--- src/rtl/ula_pkg.sv ---
// Shared ULA definitions: operation classes, flag bundle, branch codes.
// Imported by the ULA, its writeback stage and their benches.
package ula_pkg;

    localparam logic [1:0] ARIT = 2'b00;
    localparam logic [1:0] DESL = 2'b01;

    typedef struct packed {
        logic o;
        logic s;
        logic c;
        logic z;
    } flags_t;

    localparam logic [3:0] COND_AL = 4'b0000;
    localparam logic [3:0] COND_EQ = 4'b0001;
    localparam logic [3:0] COND_NE = 4'b0010;
    localparam logic [3:0] COND_CS = 4'b0011;
    localparam logic [3:0] COND_CC = 4'b0100;
    localparam logic [3:0] COND_MI = 4'b0101;
    localparam logic [3:0] COND_PL = 4'b0110;
    localparam logic [3:0] COND_VS = 4'b0111;
    localparam logic [3:0] COND_VC = 4'b1000;
    localparam logic [3:0] COND_GE = 4'b1001;
    localparam logic [3:0] COND_LT = 4'b1010;
    localparam logic [3:0] COND_HI = 4'b1011;

    function automatic logic is_logic(input logic [1:0] cls);
        return cls[1];
    endfunction

endpackage

--- src/rtl/ula_writeback_fifo2.sv ---
// Two-entry FIFO with valid/ready on both sides.
// in_ready depends only on the stored count, never on out_ready.
module fifo2 #(
    parameter int W = 8
) (
    input  logic         clk,
    input  logic         rst,
    input  logic         in_valid,
    output logic         in_ready,
    input  logic [W-1:0] in_data,
    output logic         out_valid,
    input  logic         out_ready,
    output logic [W-1:0] out_data
);

    logic [W-1:0] mem_q [2];
    logic [W-1:0] mem_d [2];
    logic         wr_ptr_q, wr_ptr_d;
    logic         rd_ptr_q, rd_ptr_d;
    logic [1:0]   count_q, count_d;
    logic         push, pop;

    assign in_ready  = (count_q != 2'd2);
    assign out_valid = (count_q != 2'd0);
    assign push      = in_valid && in_ready;
    assign pop       = out_valid && out_ready;
    assign out_data  = mem_q[rd_ptr_q];

    // Next-state: write at tail on push, advance head on pop.
    always_comb begin
        mem_d    = mem_q;
        wr_ptr_d = wr_ptr_q;
        rd_ptr_d = rd_ptr_q;
        if (push) begin
            mem_d[wr_ptr_q] = in_data;
            wr_ptr_d        = ~wr_ptr_q;
        end
        if (pop) begin
            rd_ptr_d = ~rd_ptr_q;
        end
        count_d = count_q + {1'b0, push} - {1'b0, pop};
    end

    // Storage and pointers; reset empties the FIFO at once.
    always_ff @(posedge clk or posedge rst) begin
        if (rst) begin
            mem_q[0] <= '0;
            mem_q[1] <= '0;
            wr_ptr_q <= 1'b0;
            rd_ptr_q <= 1'b0;
            count_q  <= 2'd0;
        end else begin
            mem_q    <= mem_d;
            wr_ptr_q <= wr_ptr_d;
            rd_ptr_q <= rd_ptr_d;
            count_q  <= count_d;
        end
    end

endmodule

--- src/rtl/ula_writeback.sv ---
// ULA result retirement: class-masked flag register, 2-deep
// writeback FIFO and branch condition evaluation on the flags.
module ula_writeback
    import ula_pkg::*;
#(
    parameter int WIDTH  = 3,
    parameter int CTRL_W = 5,
    parameter int ADDR_W = 3
) (
    input  logic              clk,
    input  logic              rst,
    input  logic              in_valid,
    output logic              in_ready,
    input  logic [WIDTH-1:0]  resultadoOp,
    input  logic [CTRL_W-1:0] controle,
    input  logic [ADDR_W-1:0] destino,
    input  logic              Z,
    input  logic              C,
    input  logic              S,
    input  logic              O,
    output logic              out_valid,
    input  logic              out_ready,
    output logic [WIDTH-1:0]  out_dado,
    output logic [ADDR_W-1:0] out_destino,
    output logic [3:0]        flags,
    input  logic [3:0]        cond,
    output logic              cond_true
);

    flags_t                   flags_q, flags_d;
    logic                     accept;
    logic [1:0]               cls;
    logic [WIDTH+ADDR_W-1:0]  head;
    logic [CTRL_W-4:0]        unused_ctrl;

    assign cls         = controle[CTRL_W-1:CTRL_W-2];
    assign unused_ctrl = controle[CTRL_W-3:0];
    assign accept      = in_valid && in_ready;
    assign flags       = flags_q;
    assign out_dado    = head[WIDTH+ADDR_W-1:ADDR_W];
    assign out_destino = head[ADDR_W-1:0];

    fifo2 #(
        .W(WIDTH + ADDR_W)
    ) u_fifo (
        .clk      (clk),
        .rst      (rst),
        .in_valid (in_valid),
        .in_ready (in_ready),
        .in_data  ({resultadoOp, destino}),
        .out_valid(out_valid),
        .out_ready(out_ready),
        .out_data (head)
    );

    // Flag update on accept, masked by the operation class.
    always_comb begin
        flags_d = flags_q;
        if (accept) begin
            unique case (1'b1)
                is_logic(cls): flags_d = '{o: 1'b0, s: S, c: 1'b0, z: Z};
                cls == DESL:   flags_d = '{o: 1'b0, s: S, c: C, z: Z};
                default:       flags_d = '{o: O, s: S, c: C, z: Z};
            endcase
        end
    end

    // Architected flag register.
    always_ff @(posedge clk or posedge rst) begin
        if (rst) begin
            flags_q <= '0;
        end else begin
            flags_q <= flags_d;
        end
    end

    // Branch condition decode on the architected flags.
    always_comb begin
        cond_true = 1'b0;
        case (cond)
            COND_AL: cond_true = 1'b1;
            COND_EQ: cond_true = flags_q.z;
            COND_NE: cond_true = !flags_q.z;
            COND_CS: cond_true = flags_q.c;
            COND_CC: cond_true = !flags_q.c;
            COND_MI: cond_true = flags_q.s;
            COND_PL: cond_true = !flags_q.s;
            COND_VS: cond_true = flags_q.o;
            COND_VC: cond_true = !flags_q.o;
            COND_GE: cond_true = (flags_q.s == flags_q.o);
            COND_LT: cond_true = (flags_q.s != flags_q.o);
            COND_HI: cond_true = flags_q.c && !flags_q.z;
            default: cond_true = 1'b0;
        endcase
    end

endmodule

--- config.mk ---
export PLATFORM = sky130hd
export DESIGN_NAME = ula_writeback
export DESIGN_NICKNAME = d
export VERILOG_FILES = /design/src/rtl/ula_pkg.sv /design/src/rtl/ula_writeback_fifo2.sv /design/src/rtl/ula_writeback.sv
export SDC_FILE = /design/constraint.sdc
export NUM_CORES = 1
export LEC_CHECK = 0
export ABC_AREA = 1
export CAP_MARGIN = 20
export CORE_MARGIN = 2
export CORE_UTILIZATION = 50
export CTS_BUF_LIST = sky130_fd_sc_hd__clkbuf_2
export DETAILED_ROUTE_END_ITERATION = 16
export HOLD_SLACK_MARGIN = 0.15
export PLACE_DENSITY = 0.85
export SYNTH_ARGS = -nofsm -noshare
export SYNTH_HDL_FRONTEND = slang
export SYNTH_HIERARCHICAL = 1
export SYNTH_SLANG_ARGS = --single-unit
--- constraint.sdc ---
create_clock -name clk -period 3.2 [get_ports clk]
set_input_delay 0.32 -clock clk [delete_from_list [all_inputs] [get_ports clk]]
set_output_delay 0.32 -clock clk [all_outputs]
set_load 0.03 [all_outputs]
==> Implementation_results.wiki <==
{| class="wikitable"
! Metric !! Value
|-
| Depth of the critical timing path with buffers and inverters included || 8
|-
| R2r startpoint || u_fifo/count_q[1]
|-
| Number of violations of the max-capacitance limit || 0
|-
| Insertion delay of the later-clocked pin in the worst-skew pair || 0.34 ns
|-
| Synth Net Count || 188
|-
| Horizontal die dimension || 52.1 um
|-
| Number of buffers created by CTS || 3
|-
| Total overflow reported by the global router || 0
|-
| Number of hold buffers added after cts || 0
|-
| Number of max-slew violations in the final report || 0
|-
| Slack of the worst reg-to-reg path || 1.69 ns
|-
| Length of the first detailed-routing pass in iterations || 5
|-
| Maximum number of pins on one net before global-route repair || 18
|-
| Cell breakdown of the critical path || clkdlybuf4s50_1, inv_1, nor2_2, nand3_1, nand2_1, nor2_1, nand3_1, clkdlybuf4s50_1
|-
| Unrepaired setup endpoints after global routing || no
|-
| Clock tree from TritonCTS || built
|-
| Max incr delay on CP || 0.67 ns
|-
| I/O pin count || 36
|-
| Worst-case clock buffer depth || 2
|-
| Actual transition at the worst max-transition pin || 0.612 ns
|-
| Sort of element at the start of the critical path || input pin
|-
| Setup skew after layout || 0.0126 ns
|-
| Data required time of the critical path || 2.88 ns
|-
| Cell area after technology mapping || 1160 sq um
|-
| Routed length per placed instance || 12.8 um
|-
| Max Freq || 423 MHz
|-
| Critical path class || in -> out
|-
| Global-route wire length before repair || 4710 um
|-
| H-Tree Level Count || 1
|-
| Peak supply drop || 0.807 mV
|-
| Seq cells post-synth || 20
|-
| Final routed DRC violation total || 0
|-
| Post-DP HPWL || 2080 um
|-
| Status || complete, no violations
|-
| Relative max-transition margin || 59.2%
|-
| Root buffer selected by CTS || clkbuf_2
|-
| Maximum fanout count along the critical path || 4
|-
| Instance count of the mapped netlist || 163
|-
| Critical-path cell with the highest stage delay || clkdlybuf4s50_1
|-
| Time the worst path needs with I/O delays and setup || 2.36 ns
|-
| Hold Violations, Final || 0
|-
| Buffer and inverter count on the worst path || 3
|-
| Post CTS Setup Buffer Count || 0
|-
| Hold/Removal Path Class || in -> async
|-
| Setup crit start || cond[2]
|-
| Final routed wirelength across all metal layers || 2860 um
|-
| Seq/Total Area, Yosys || 43.3%
|-
| Clock Sinks || 20
|-
| Yosys synthesis warning count || 6
|-
| Via count of the first global-routing pass || 1,183
|-
| Share of final-layout standard cells stronger than drive strength 1 || 6.15%
|-
| Gpl congestion || 0.807
|-
| Total vias in the final route || 1,187
|-
| Number of cell rows || 17
|-
| Total power draw || 0.00141 W
|-
| Post-synth cell types || 16
|-
| Area added between synthesis and finish || 31.3%
|-
| Initial standard-cell utilization of the core || 52.8%
|-
| Setup violation total in the final timing report || 0
|-
| Terminus of the critical flop-to-flop path || u_fifo/count_q[1]
|-
| Leakage power figure || 0.821 nW
|-
| Critical Path AT || 2.04 ns
|-
| Placeable core area || 2190 sq um
|-
| Number of antenna-violating nets in the routed design || 0
|-
| Number of DRC violations after detailed-routing iteration 0 || 48
|-
| Sum of negative setup slack || 0 ns
|-
| Total global routing track utilization || 23.8%
|-
| Period Utilization, post-route || 73.9%
|-
| Capturing element type of the critical path || output pin
|-
| Clock transition at the registers of the reported paths || 0.21 ns
|-
| DIE HEIGHT || 52.1 um
|-
| Worst Reg2Reg Path Length in Cells || 7
|-
| Capture point of the worst path || cond_true
|-
| Number of antenna violations at the first check in global routing || 0
|-
| Family with the most delay on the worst path || buffers and inverters
|-
| Count of buffers from port buffering || 32
|-
| Total inserted antenna cells || 0
|-
| Post-DR vias/cell || 5.32
|-
| Mapped Avg Cell Area || 7.09 sq um
|-
| Post-cts resize count || 0
|-
| Total power per unit cell area || 927 nW/um^2
|-
| Die Outline Area || 2710 sq um
|-
| # nets final || 221
|}
[sequential cells by signal, indices dropped and copies added (netlist names)]
register / cells
u_fifo/mem_q: 12
u_fifo/wr_ptr_q: 1
flags: 4
u_fifo/rd_ptr_q: 1
u_fifo/count_q: 2
[final cells by class]
class                      count  area, sq um
inverter                      22         82.6
multi-input combinational    117          534
fill                         194          673
sequential                    20          500
timing repair buffer          32          320
tap                           28         35.0
clock inverter                 1         30.0
clock buffer                   3         15.0
[cells in the mapped netlist]
cell,number,area share (%)
nand2_1,71,23
nand3_1,10,4.3
buf_6,3,2.9
inv_1,18,5.8
nand3b_1,1,0.65
o21ai_0,5,2.2
nand4_1,12,6.5
dfrtp_1,20,43
nor2_2,1,0.54
nand3_2,2,1.7
o22ai_1,1,0.54
ha_1,2,2.2
nor2_1,11,3.6
buf_2,1,0.43
nand2_4,1,0.97
inv_2,4,1.3
[metal layers]
| layer | up-vias | routed length (um) | global-route usage, % |
|---|---|---|---|
| met1 | 544 | 1100 | 24.3 |
| li1 | 574 | - | - |
| met2 | 60 | 1490 | 44.9 |
| met4 | 0 | 74 | 14.9 |
| met5 | - | 0 | 0 |
| met3 | 9 | 190 | 2.87 |
[through the flow]
stage               util [%]  instances  setup WS [ns]  hold WS (ns)  area, sq um
floorplan                  -        163           1.64        0.0861         1160
global placement        67.2        219          0.928         0.454         1470
detailed placement      67.2        219          0.859         0.459         1470
CTS                     69.3        223          0.853         0.169         1520
global route            69.3        223          0.775         0.170         1520
finish                  69.3        223          0.836         0.174         1520
[cells by family (layout without fill, tap and decap cells)]
kind of cell,after synthesis,after routing,synth area share (%)
adders and majority gates,2,2,2.16
buffers and inverters,26,58,10.5
AOI/OAI and AO/OA,6,6,2.71
and+or+nand+nor,109,109,41.3
DFF,20,20,43.3
[placed cells by master, fill, tap and decap left out, drive strengths merged]
| cell type | n |
|---|---|
| bufinv | 1 |
| clkbuf | 3 |
| clkdlybuf4s50 | 32 |
| dfrtp | 20 |
| ha | 2 |
| inv | 22 |
| nand2 | 72 |
| nand3 | 12 |
| nand3b | 1 |
| nand4 | 12 |
| nor2 | 12 |
| o21ai | 5 |
| o22ai | 1 |
[how the worst min path moves through the flow]
stage | startpoint | endpoint | cells after the start | slack, ns
global route | rst | flags[2] | 2 | 0.17
floorplan | rst | flags[0] | 1 | 0.09
finish | rst | flags[2] | 2 | 0.17
CTS | rst | flags[2] | 2 | 0.17
global placement | u_fifo/mem_q[11] | u_fifo/mem_q[11] | 2 | 0.45
detailed placement | u_fifo/mem_q[11] | u_fifo/mem_q[11] | 2 | 0.46
[power by group]
part | total (W) | internal [W] | switching [W]
Combinational | 0.000741 | 0.000282 | 0.000458
Clock | 0.000195 | 0.000108 | 0.0000869
Sequential | 0.000472 | 0.000365 | 0.000107
Total | 0.00141 | 0.000755 | 0.000653
Power figures use the tool's default switching activity.
